<file path="config.mk">
export PLATFORM = sky130hd
export DESIGN_NAME = mips150_mem_arbiter
export DESIGN_NICKNAME = d
export VERILOG_FILES = /design/src/rtl/mips150_mem_arbiter.sv
export SDC_FILE = /design/constraint.sdc
export NUM_CORES = 1
export LEC_CHECK = 0
export ABC_AREA = 1
export CORE_AREA = 2 2 98 100
export CTS_CLUSTER_DIAMETER = 50
export DETAILED_ROUTE_END_ITERATION = 8
export DIE_AREA = 0 0 100 102
export PLACE_DENSITY = 0.72
export SETUP_SLACK_MARGIN = 0.2
export SLEW_MARGIN = 0
export SYNTH_ARGS = -nofsm -noshare
export SYNTH_HDL_FRONTEND = slang
export SYNTH_SLANG_ARGS = --single-unit
</file>
<file path="constraint.sdc">
create_clock -name clk -period 4.85 [get_ports clk]
set_input_delay 0.485 -clock clk [delete_from_list [all_inputs] [get_ports clk]]
set_output_delay 0.485 -clock clk [all_outputs]
set_load 0.01 [all_outputs]
</file>
<file path="src/rtl/mips150_mem_arbiter.sv">
`default_nettype none
//============================================================================
// Module : mips150_mem_arbiter
// Desc   : Shares one single-port synchronous block RAM between the MIPS150
//          instruction-fetch port and the load/store data port.
// Rev    : 1.0  initial release
//============================================================================
module mips150_mem_arbiter #(
    parameter int ADDR_W       = 12,
    parameter int LAT          = 1,
    parameter int STARVE_LIMIT = 4
) (
    input  logic              clk,
    input  logic              rst,
    // instruction-fetch port
    input  logic              i_req,
    input  logic [31:0]       i_addr,
    output logic              i_gnt,
    output logic              i_rvalid,
    output logic [31:0]       i_rdata,
    // load/store port
    input  logic              d_req,
    input  logic              d_we,
    input  logic [1:0]        d_size,
    input  logic [31:0]       d_addr,
    input  logic [31:0]       d_wdata,
    output logic              d_gnt,
    output logic              d_rvalid,
    output logic [31:0]       d_rdata,
    output logic              d_misalign,
    // block RAM
    output logic              mem_en,
    output logic [3:0]        mem_we,
    output logic [ADDR_W-1:0] mem_addr,
    output logic [31:0]       mem_wdata,
    input  logic [31:0]       mem_rdata,
    output logic              busy
);

    localparam int              c_SCW        = (STARVE_LIMIT < 1) ? 1 : $clog2(STARVE_LIMIT + 1);
    localparam logic [c_SCW-1:0] c_STARVE_MAX = c_SCW'(STARVE_LIMIT);
    localparam logic [2:0]      c_LAT_LOAD   = 3'(LAT - 1);

    localparam logic [1:0] c_SZ_BYTE = 2'b00;
    localparam logic [1:0] c_SZ_HALF = 2'b01;
    localparam logic [1:0] c_SZ_WORD = 2'b10;

    typedef enum logic [0:0] {
        ST_IDLE    = 1'b0,
        ST_RD_WAIT = 1'b1
    } state_t;

    state_t            r_state;
    state_t            w_state_nxt;
    logic [2:0]        r_lat_cnt;
    logic [2:0]        w_lat_nxt;
    logic [c_SCW-1:0]  r_starve;
    logic [c_SCW-1:0]  w_starve_nxt;
    logic              r_owner_d;
    logic              w_owner_nxt;

    logic              w_arb_ok;
    logic              w_rd_done;
    logic              w_starved;
    logic              w_d_win;
    logic              w_i_win;
    logic              w_misalign;
    logic              w_d_mem;
    logic              w_rd_issue;
    logic              w_st_issue;
    logic [3:0]        w_st_we;
    logic [31:0]       w_st_data;
    logic              w_unused;

    // The cycle that returns read data is also an arbitration cycle.
    // Gating with rst keeps the combinational grants quiet during reset.
    assign w_rd_done = (r_state == ST_RD_WAIT) && (r_lat_cnt == 3'd0);
    assign w_arb_ok  = !rst && ((r_state == ST_IDLE) || w_rd_done);
    assign w_starved = (r_starve == c_STARVE_MAX);

    assign w_d_win    = w_arb_ok && d_req && (!w_starved || !i_req);
    assign w_i_win    = w_arb_ok && i_req && !w_d_win;
    assign w_d_mem    = w_d_win && !w_misalign;
    assign w_rd_issue = w_i_win || (w_d_mem && !d_we);
    assign w_st_issue = w_d_mem && d_we;

    always_comb begin
        w_misalign = 1'b0;
        case (d_size)
            c_SZ_BYTE: w_misalign = 1'b0;
            c_SZ_HALF: w_misalign = d_addr[0];
            c_SZ_WORD: w_misalign = |d_addr[1:0];
            default:   w_misalign = 1'b1;
        endcase
    end

    always_comb begin
        w_st_we   = 4'b0000;
        w_st_data = d_wdata;
        case (d_size)
            c_SZ_BYTE: begin
                w_st_we   = 4'b0001 << d_addr[1:0];
                w_st_data = {4{d_wdata[7:0]}};
            end
            c_SZ_HALF: begin
                w_st_we   = 4'b0011 << {d_addr[1], 1'b0};
                w_st_data = {2{d_wdata[15:0]}};
            end
            c_SZ_WORD: begin
                w_st_we   = 4'b1111;
                w_st_data = d_wdata;
            end
            default: begin
                w_st_we   = 4'b0000;
                w_st_data = d_wdata;
            end
        endcase
    end

    // Next-state, latency countdown, read owner and fetch starvation tracking
    always_comb begin
        w_state_nxt  = r_state;
        w_lat_nxt    = r_lat_cnt;
        w_owner_nxt  = r_owner_d;
        w_starve_nxt = r_starve;

        case (r_state)
            ST_IDLE: begin
                if (w_rd_issue) begin
                    w_state_nxt = ST_RD_WAIT;
                    w_lat_nxt   = c_LAT_LOAD;
                end
            end
            ST_RD_WAIT: begin
                if (r_lat_cnt != 3'd0) begin
                    w_lat_nxt = r_lat_cnt - 3'd1;
                end else if (w_rd_issue) begin
                    w_state_nxt = ST_RD_WAIT;
                    w_lat_nxt   = c_LAT_LOAD;
                end else begin
                    w_state_nxt = ST_IDLE;
                end
            end
            default: begin
                w_state_nxt = ST_IDLE;
                w_lat_nxt   = 3'd0;
            end
        endcase

        if (w_rd_issue) begin
            w_owner_nxt = w_d_mem;
        end

        if (w_i_win) begin
            w_starve_nxt = '0;
        end else if (i_req && !w_starved) begin
            w_starve_nxt = r_starve + c_SCW'(1);
        end
    end

    always_ff @(posedge clk or posedge rst) begin
        if (rst) begin
            r_state   <= ST_IDLE;
            r_lat_cnt <= 3'd0;
            r_owner_d <= 1'b0;
            r_starve  <= '0;
        end else begin
            r_state   <= w_state_nxt;
            r_lat_cnt <= w_lat_nxt;
            r_owner_d <= w_owner_nxt;
            r_starve  <= w_starve_nxt;
        end
    end

    assign i_gnt      = w_i_win;
    assign d_gnt      = w_d_win;
    assign d_misalign = w_d_win && w_misalign;

    assign mem_en    = w_i_win || w_d_mem;
    assign mem_we    = w_st_issue ? w_st_we : 4'b0000;
    assign mem_wdata = w_st_issue ? w_st_data : 32'd0;
    assign mem_addr  = w_i_win ? i_addr[ADDR_W+1:2] :
                       w_d_mem ? d_addr[ADDR_W+1:2] : '0;

    assign busy = (r_state == ST_RD_WAIT) && (r_lat_cnt != 3'd0);

    assign i_rvalid = w_rd_done && !r_owner_d;
    assign d_rvalid = w_rd_done && r_owner_d;
    assign i_rdata  = i_rvalid ? mem_rdata : 32'd0;
    assign d_rdata  = d_rvalid ? mem_rdata : 32'd0;

    assign w_unused = ^{i_addr[1:0], i_addr[31:ADDR_W+2], d_addr[31:ADDR_W+2]};

endmodule
`default_nettype wire

</file>
Word-level counts from Yosys, hierarchy flattened
Cells that the tools add are included.
{"block": "totals", "regBits": 8, "output_inout_bits": 119}
{"block": "op_classes", "add_sub_neg": 2, "eq_ne": 3, "shift": 2, "mux": 17, "bitwise": 1, "n_reduce_logical": 30}
{"cell": "$mux 32", "count": 3}
{"cell": "$pmux 32 s2", "count": 1}
{"cell": "$mux 12", "count": 2}
{"cell": "$logic_and 1x1->1", "count": 14}
{"cell": "$mux 3", "count": 4}
{"cell": "$pmux 4 s3", "count": 1}
{"cell": "$logic_not 1->1", "count": 7}
{"cell": "$pmux 3 s2", "count": 1}
{"cell": "$logic_or 1x1->1", "count": 4}
{"cell": "$mux 4", "count": 1}
{"cell": "$shl 1x2->4 const A", "count": 1}
{"cell": "$shl 2x2->4 const A", "count": 1}
{"cell": "$add 3x1->3 const B", "count": 1}
{"cell": "$eq 3x3->1 const B", "count": 1}
{"cell": "$logic_not 3->1", "count": 1}
{"cell": "$pmux 1 s3", "count": 1}
{"cell": "$reduce_bool 3->1", "count": 1}
{"cell": "$sub 3x1->3 const B", "count": 1}
{"cell": "$eq 2x1->1 const B", "count": 1}
{"cell": "$eq 2x2->1 const B", "count": 1}
{"cell": "$logic_not 2->1", "count": 1}
{"cell": "$mux 1", "count": 2}
{"cell": "$pmux 1 s2", "count": 1}
{"cell": "$reduce_bool 2->1", "count": 1}
{"cell": "other kinds (2)", "count": 2}

Longest topological paths before layout
Gate-level depths: netlist of run 1.
{"block": "depth", "ltp_word": 12, "depth_mapped": 11, "ltp_nobuf": 10}

Worst setup path before layout of run 1
No wires, ideal clock.
{"block": "synth_timing", "kind": "register to output", "startpoint": "register r_lat_cnt[0]", "endpoint": "output port mem_wdata[12]", "arrival_time_ns": 1.514, "t_required_ns": 4.365, "setup_slack_ns": 2.851, "path_stages_with_launch": 12, "path_buffers": 1, "path_cell_list": "dfrtp_1 > inv_1 > ha_1 > nand2_2 > nand2_4 > nand2_4 > nor2_4 > nand2_4 > nor2_8 > inv_4 > buf_8 > nor2_2"}
{"block": "synth_between", "elab_chain_len": 9}
{"element": "start: declaration", "line": "55", "rtl": "logic [2:0] r_lat_cnt;"}
{"element": "start signal: assignment", "line": "169", "rtl": "r_lat_cnt <= w_lat_nxt;"}
{"element": "$logic_not 3->1", "line": "77", "rtl": "assign w_rd_done = (r_state == ST_RD_WAIT) && (r_lat_cnt == 3'd0);"}
{"element": "$logic_and 1x1->1", "line": "77"}
{"element": "$logic_or 1x1->1", "line": "78", "rtl": "assign w_arb_ok = !rst && ((r_state == ST_IDLE) || w_rd_done);"}
{"element": "$logic_and 1x1->1", "line": "78"}
{"element": "$logic_and 1x1->1 (2 in series)", "line": "81", "rtl": "assign w_d_win = w_arb_ok && d_req && (!w_starved || !i_req);"}
{"element": "named net d_gnt", "line": "27", "rtl": "output logic d_gnt,"}
{"element": "$logic_and 1x1->1", "line": "83", "rtl": "assign w_d_mem = w_d_win && !w_misalign;"}
{"element": "$logic_and 1x1->1", "line": "85", "rtl": "assign w_st_issue = w_d_mem && d_we;"}
{"element": "$mux 32", "line": "181", "rtl": "assign mem_wdata = w_st_issue ? w_st_data : 32'd0;"}
{"element": "end: declaration", "line": "35", "rtl": "output logic [31:0] mem_wdata,"}
The timed path passes the listed nets, and every way through them passes these cells.

Worst setup path in the final report of run 1
{"block": "layout_timing", "startpoint": "input port d_size[1]", "endpoint": "output port mem_we[3]"}
{"block": "layout_between", "elab_chain_len": 6}
{"element": "start: declaration", "line": "24", "rtl": "input logic [1:0] d_size,"}
{"element": "$eq 2x2->1, or another cell as far along", "line": "89, 100"}
{"element": "$pmux 1 s3", "line": "89", "rtl": "case (d_size)"}
{"element": "$logic_not 1->1", "line": "83"}
{"element": "$logic_and 1x1->1", "line": "83"}
{"element": "$logic_and 1x1->1", "line": "85"}
{"element": "$mux 4 (*)", "line": "180", "rtl": "assign mem_we = w_st_issue ? w_st_we : 4'b0000;"}
{"element": "end: declaration", "line": "33", "rtl": "output logic [3:0] mem_we,"}
Every way passes the cells marked *; elsewhere a longest branch is shown, timed or not.

==> results of run 1 <==
cells in the mapped netlist:
| cell type | n | area (µm²) |
|---|---|---|
| nand4_1 | 2 | 12.5 |
| inv_4 | 1 | 6.26 |
| or2_2 | 1 | 6.26 |
| a21boi_1 | 1 | 7.51 |
| nand2_4 | 3 | 33.8 |
| nor2_2 | 25 | 156 |
| a221oi_1 | 1 | 8.76 |
| ha_1 | 4 | 50.1 |
| or2_0 | 1 | 6.26 |
| o21ai_4 | 1 | 16.3 |
| nand2_1 | 51 | 191 |
| buf_6 | 2 | 22.5 |
| nand3_2 | 1 | 10.0 |
| inv_1 | 58 | 218 |
| o211ai_1 | 1 | 7.51 |
| nor4_1 | 1 | 6.26 |
| xnor2_1 | 1 | 8.76 |
| buf_4 | 2 | 15.0 |
| a31oi_1 | 4 | 25.0 |
| nor3_1 | 1 | 5.00 |
| nor2_1 | 90 | 338 |
| nand3_1 | 8 | 40.0 |
| buf_8 | 1 | 15.0 |
| a21oi_1 | 15 | 75.1 |
| o21ai_0 | 18 | 90.1 |
| nor2_8 | 1 | 20.0 |
| nor2_4 | 6 | 67.6 |
| nand2_2 | 1 | 6.26 |
| buf_2 | 2 | 10.0 |
| clkbuf_1 | 8 | 30.0 |
| dfrtp_1 | 8 | 200 |
| inv_2 | 2 | 7.51 |
flip-flops by register name, indices dropped and copies added (netlist names):
register,flops
r_owner_d,1
r_starve,3
r_lat_cnt,3
r_state,1
worst min-delay path, cell delays in order, from the launching register on:
cell and delay [ns]:
dfrtp_1 0.33, nand4_1 0.08, nand2_1 0.06
power groups by stage:
stage | combinational [mW] | sequential (mW) | clock (mW)
6_report | 0.323 | 0.0897 | 0.0768
5_1_grt | 0.356 | 0.0918 | 0.0843
3_3_place_gp | 0.318 | 0.0896 | 0
4_1_cts | 0.327 | 0.0895 | 0.0796
2_1_floorplan | 0.142 | 0.0885 | 0
3_5_place_dp | 0.325 | 0.0905 | 0
cells by family (layout without fill, tap and decap cells):
group	count (synthesis)	count (layout)	share of synthesized area, %
AO/OA/AOI/OAI	41	41	13.4
adder cells (fa/ha/maj)	4	4	2.92
flip-flops	8	8	11.7
AND/OR/NAND/NOR	192	192	52.5
buffers and inverters	76	280	18.9
XOR/XNOR	1	1	0.511
final timing paths:
kind,cells after the start,to
worst max-delay path,10,mem_we[3]
worst min-delay path,2,r_lat_cnt[1]$_DFF_PP0_
worst max register to register,7,r_owner_d$_DFFE_PP0P_
worst min register to register,2,r_lat_cnt[1]$_DFF_PP0_
max in group asynchronous,2,r_starve[1]$_DFFE_PP0P_
min in group asynchronous,2,r_lat_cnt[2]$_DFF_PP0_
metrics by stage:
| stage | setup WS [ns] | std cells | power, mW | cell area (µm²) |
|---|---|---|---|---|
| floorplan | 2.85 | 322 | 0.231 | 1710 |
| global placement | 1.23 | 634 | 0.408 | 3920 |
| detailed placement | 1.21 | 634 | 0.416 | 3920 |
| CTS | 1.21 | 637 | 0.496 | 3960 |
| global route | 1.02 | 637 | 0.532 | 3960 |
| finish | 1.19 | 637 | 0.490 | 3960 |
layer usage:
metal,up-vias,track usage [%],part of all wire (%)
met5,-,0,0
met2,106,26.7,53
met4,0,4.11,1.6
li1,1371,-,-
met1,1219,15.5,39
met3,10,2.60,7.2
layout make-up:
| class | instances | area, µm² | area share [%] |
|---|---|---|---|
| repair buffers | 216 | 2160 | 54.5 |
| multi-input cells | 238 | 1190 | 30.0 |
| inverters | 61 | 231 | 5.85 |
| flip-flops and latches | 8 | 200 | 5.06 |
| well taps | 111 | 139 | 3.51 |
| clock buffers | 3 | 41.3 | 1.04 |
==> reports/summary.txt, run 1 <==
Crit path launch: d_size[1]
CP dominant cell by count: clkdlybuf4s50_1
Reg2Reg Launch Point: r_lat_cnt[0]$_DFF_PP0_
Headroom to the max-slew limit: 38.2%
Iter 0 DRT Violations: 105
Most frequent cells in the layout: clkdlybuf4s50_1, nor2_1, inv_1
Flops & latches, synth: 8
WL final: 7770 µm
Crit path DAT: 3.18 ns
Mean Syn Cell Area: 5.32 µm²
Most common cell after layout, fill and taps aside: clkdlybuf4s50_1
P_sw: 180 µW
Global-route wire length before repair: 11700 µm
Clock root cell: clkbuf_8
Library cells used by synthesis: 32
Hold-fix buffers, CTS: 0
CTS clk-pin slew, worst paths: 0.04 ns
Peak VDD IR: 60.0 µV
TritonRoute pass-1 iters: 7
Setup TNS Final: 0 ns
Post-synthesis sequential area ratio: 11.7%
Yosys warning total: 0
Sequential share of power: 18.3%
Clk Latency, worst-skew pair: 0.22 ns
Worst reg-to-reg setup slack: 3.19 ns
Total global routing overflow: 0
Power density cells: 124 mW/mm²
Worst path slowest cell: clkdlybuf4s50_1
Area of the mapped netlist: 0.00171 mm²
Maximum buffer depth of the clock tree: 2
Critical path buffer and inverter count: 5
PortBufs: 215
Hold Path Origin: r_lat_cnt[1]$_DFF_PP0_
Vias in the first global route: 2466
Antenna fix cells: 0
Area Overhead vs Synth: 131%
Die Ht: 102 µm
Fillers: 937
Die span in x: 100 µm
Setup Buffers After CTS: 0
WS Path Type: in -> out
Min Tclk post-route: 3.66 ns
Status: completed
Share of layout cells above drive strength 1: 8.75%
Hpwl dp: 6620 µm
Final period util: 75.5%
CP endpoint kind: output pin
Starting Density: 18.8%
Min Hold Slack: 0.511 ns
Final Core Density: 43.5%
CTS H-tree lvls: 1
Antenna viol nets, final: 0
Clk network pwr share: 15.7%
Sw frac: 36.8%
Vias per inst: 4.25
Static Leak: 1.79 nW
Cells after Synth: 322
Num CTS Buffers: 3
Total of max-cap violations: 0
Row cnt: 35
GPL Wtd Cong: 0.879
Fin Clk Skew: 0.000856 ns
Core area: 0.00911 mm²
Final Max Tran Viols: 0
Final net count: 667
Final setup violation count: 0
Largest net degree at the start of global routing: 35
CP delay by family, top: buffers and inverters
Post-DR wirelength/cell: 12.2 µm
Initial antenna violation count: 0
DRC violations left: 0
Startpoint types: input pin
Min-Delay Path Class: reg -> reg
Slew at the pin with the worst max-slew slack: 0.926 ns
Worst path cell trace: clkdlybuf4s50_1, inv_1, buf_4, nand2_1, o21ai_4, nand2_4, nor2_8, inv_4, nor2_1, clkdlybuf4s50_1
Comb pwr share: 66.0%
Net Count, Synth: 461
CTS-repair resized insts: 0
RSZ-0062 raised after global routing: false
CTS sink cnt: 8
CP max FO: 34
Critical Path Max Stage Delay: 0.91 ns
Critical Path RT: 4.37 ns
P_int: 310 µW
Fmax: 273 MHz
Tot GR Track Use: 13.9%
Final Hold Fails: 0
I/O pin total: 254
Die Area: 0.0102 mm²
Vias: 2706
CTS tree: built
No activity file was read; power rests on OpenSTA's default activity.
==> inputs of run 2 (changes only) <==
- CORE_AREA: 2 2 98 100 -> 2 2 99 101
- DIE_AREA: 0 0 100 102 -> 0 0 101 103
- PLACE_DENSITY: 0.72 -> 0.71
- clock period: 4.85 -> 3.62 ns (I/O delays scaled with it)
==> reports/summary.txt, run 2 (synthesis results as in run 1) <==
CTS clk-pin slew, worst paths: 0.04 ns
Critical Path RT: 3.26 ns
Tot GR Track Use: 13.2%
Startpoint types: input pin
Final period util: 79.8%
Final setup violation count: 0
Placed cell count: 638
WL final: 7660 µm
Hold-fix buffers, CTS: 0
Cell area after layout: 0.00397 mm²
DRC violations left: 0
Setup ws final: 0.730 ns
Vias per inst: 4.17
TritonRoute pass-1 iters: 4
Initial antenna violation count: 0
Min Hold Slack: 0.468 ns
Final Core Density: 42.0%
WS Path Type: in -> out
Hpwl dp: 6530 µm
PortBufs: 215
Vias in the first global route: 2355
Total of max-cap violations: 0
Regs by FF count: r_lat_cnt x3, r_starve x3
CP endpoint kind: output pin
Die span in x: 101 µm
Maximum buffer depth of the clock tree: 2
Final Max Tran Viols: 0
Most frequent cells in the layout: clkdlybuf4s50_1, nor2_1, inv_1
Status: completed
GPL Wtd Cong: 0.802
Post-DR wirelength/cell: 12.0 µm
Antenna viol nets, final: 0
Post-DP Area: 0.00393 mm²
CTS tree: built
Reg2Reg Launch Point: r_starve[0]$_DFFE_PP0P_
Power density cells: 167 mW/mm²
RSZ-0062 raised after global routing: false
Static Leak: 1.79 nW
Vias: 2672
Setup TNS Final: 0 ns
Fin cells: 641
Starting Density: 18.1%
CTS-repair resized insts: 0
Area Overhead vs Synth: 132%
Antenna fix cells: 0
Core area: 0.00946 mm²
Row cnt: 36
Min-Delay Path Class: in -> async
Min Tclk post-route: 2.89 ns
Fin Clk Skew: 0.00392 ns
Fmax: 346 MHz
Largest net degree at the start of global routing: 35
Peak VDD IR: 82.4 µV
CTS H-tree lvls: 1
Clk Latency, worst-skew pair: 0.23 ns
Slew at the pin with the worst max-slew slack: 0.926 ns
Share of layout cells above drive strength 1: 8.92%
Crit path DAT: 2.53 ns
Iter 0 DRT Violations: 58
Final net count: 668
Setup slack after placement: 0.714 ns
Most common cell after layout, fill and taps aside: clkdlybuf4s50_1
Headroom to the max-slew limit: 38.2%
Die Ht: 103 µm
I/O pin total: 254
Clock root cell: clkbuf_8
CTS sink cnt: 8
Crit path launch: d_size[1]
Final Hold Fails: 0
Global-route wire length before repair: 11100 µm
Die Area: 0.0104 mm²
Setup Buffers After CTS: 0
CP max FO: 34
Num CTS Buffers: 3
PnR Total Power: 662 µW
Total global routing overflow: 0
-- run 2: cell types whose count changed in the layout (fill, tap and decap cells not counted) --
cell   delta
buf_4     +1
-- run 2: worst paths after layout --
check	to	slack, ns	cells past startpoint
max	mem_wdata[30]	0.73	10
min	r_lat_cnt[2]$_DFF_PP0_	0.47	2
max reg2reg	r_owner_d$_DFFE_PP0P_	1.94	7
min reg2reg	r_lat_cnt[0]$_DFF_PP0_	0.54	2
max in group asynchronous	r_starve[2]$_DFFE_PP0P_	2.86	2
min in group clk	r_lat_cnt[0]$_DFF_PP0_	0.54	2
-- run 2: worst max-delay path: stages --
cell and delay, ns:
clkdlybuf4s50_1 0.45, buf_4 0.23, inv_1 0.08, nand2_1 0.11, o21ai_4 0.09, nand2_4 0.12
nor2_8 0.04, inv_4 0.41, nor2_1 0.11, clkdlybuf4s50_1 0.51
-- run 2: area by class of cell --
class	instances	area [µm²]
Fill cell	970	5490
Timing Repair Buffer	217	2170
Multi-Input combinational cell	238	1190
Inverter	61	231
Sequential cell	8	200
Tap cell	114	143
Clock buffer	3	41.3
-- run 2: power by group --
group          switching [mW]  internal (mW)  total [mW]
Clock                  0.0363         0.0721       0.108
Sequential             0.0117          0.108       0.120
Combinational           0.198          0.236       0.434
-- run 2: metal layers --
layer,global-route usage (%),part of all wire [%],vias up
li1,-,-,1378
met1,14.8,38,1162
met2,24.4,51,116
met3,2.78,8.2,16
met4,5.20,2.6,0
met5,0,0,-
==> inputs of run 3 (changes only) <==
- clock period: 3.62 -> 3 ns (I/O delays scaled with it)
==> reports/summary.txt, run 3 (synthesis results as in run 1) <==
Status: completed
CTS tree: built
GPL Wtd Cong: 0.807
Setup slack after placement: 0.270 ns
Worst path slowest cell: clkdlybuf4s50_1
Min-Delay Path Class: in -> async
Critical Path Max Stage Delay: 0.57 ns
Total global routing overflow: 0
Power density cells: 201 mW/mm²
Final period util: 89.3%
Final Max Tran Viols: 0
Setup ws final: 0.320 ns
Total of max-cap violations: 0
Most common cell after layout, fill and taps aside: clkdlybuf4s50_1
Clk Latency, worst-skew pair: 0.23 ns
Final Core Density: 42.3%
PortBufs: 215
Critical Path RT: 2.70 ns
Slew at the pin with the worst max-slew slack: 0.950 ns
Vias per inst: 4.08
Setup TNS Final: 0 ns
Final Hold Fails: 0
CTS clk-pin slew, worst paths: 0.04 ns
Die span in x: 101 µm
Post-DR wirelength/cell: 11.8 µm
Final net count: 671
Largest net degree at the start of global routing: 35
Tot GR Track Use: 12.8%
I/O pin total: 254
Num CTS Buffers: 3
Regs by FF count: r_lat_cnt x3, r_starve x3
Most frequent cells in the layout: clkdlybuf4s50_1, nor2_1, inv_1
Global-route wire length before repair: 10800 µm
Antenna viol nets, final: 0
CP endpoint kind: output pin
Min Tclk post-route: 2.68 ns
Iter 0 DRT Violations: 92
Core area: 0.00946 mm²
Maximum buffer depth of the clock tree: 2
Die Ht: 103 µm
TritonRoute pass-1 iters: 4
Worst path cell trace: inv_1, ha_1, nand3_1, nor2_1, inv_1, nor2_1, clkdlybuf4s50_1
WS Path Type: reg -> out
Startpoint types: register
Row cnt: 36
Vias in the first global route: 2290
Crit path DAT: 2.38 ns
Antenna fix cells: 0
WL final: 7590 µm
Starting Density: 18.1%
Headroom to the max-slew limit: 36.6%
Fillers: 974
Clock root cell: clkbuf_8
Final setup violation count: 0
Hpwl dp: 6490 µm
Share of layout cells above drive strength 1: 9.62%
CP max FO: 32
Vias: 2625
CTS H-tree lvls: 1
CTS sink cnt: 8
Area Overhead vs Synth: 134%
Static Leak: 1.82 nW
Fin Clk Skew: 0.00193 ns
Peak VDD IR: 98.2 µV
Setup Buffers After CTS: 0
Initial antenna violation count: 0
RSZ-0062 raised after global routing: true
Fmax: 373 MHz
DRC violations left: 0
Die Area: 0.0104 mm²
PnR Total Power: 804 µW
==> run 3: where the power goes <==
group / internal (mW) / switching (mW) / total (mW) / leakage, nW
logic: 0.288 / 0.240 / 0.529 / 1.69
registers: 0.130 / 0.0161 / 0.147 / 0.106
clock network: 0.0869 / 0.0421 / 0.129 / 0.0216
==> run 3: metrics by stage <==
step / instance area (µm²) / instances / hold WS (ns)
floorplan: 1710 / 322 / 0.147
global placement: 3950 / 641 / 0.498
detailed placement: 3950 / 641 / 0.508
CTS: 3990 / 644 / 0.477
global route: 4010 / 644 / 0.507
finish: 4010 / 644 / 0.485
==> run 3: layer usage <==
layer	wire, µm	part of all wire, %	global-route usage (%)
met1	3000	40	15.0
met2	4010	53	24.5
met3	483	6.4	1.90
met4	93	1.2	3.22
met5	0	0	0
==> run 3: worst max-delay path: cells and delay by family, from the launching register on <==
family	cells	cell delay, ns
fa+ha+maj	1	0.20
simple gates	3	0.50
flops	1	0.37
buf+inv	3	1.08
==> run 3: layout make-up <==
cell class	instances	area, µm²	share of cell area (%)
clock buffer	3	41.3	1.03
inverter	61	240	6.00
multi-input combinational	238	1190	29.7
sequential	8	200	5.00
tap	114	143	3.56
timing repair buffer	220	2190	54.7
==> run 3: worst paths after layout <==
check,from,end,slack [ns],cells after the start
setup / recovery,r_lat_cnt[0]$_DFF_PP0_,d_rdata[10],0.32,7
hold / removal,rst,r_starve[1]$_DFFE_PP0P_,0.49,3
setup reg to reg,r_starve[0]$_DFFE_PP0P_,r_lat_cnt[0]$_DFF_PP0_,1.46,8
hold reg to reg,r_lat_cnt[1]$_DFF_PP0_,r_lat_cnt[1]$_DFF_PP0_,0.51,2
max in group asynchronous,rst,r_state$_DFF_PP0_,2.39,3
min in group clk,r_lat_cnt[1]$_DFF_PP0_,r_lat_cnt[1]$_DFF_PP0_,0.51,2
==> run 3: what timing repair did <==
action / 4_1_cts / 5_1_grt
hold buffers: 0 / 0
setup endpoints to repair: 0 / 64
resized for setup: 0 / 4
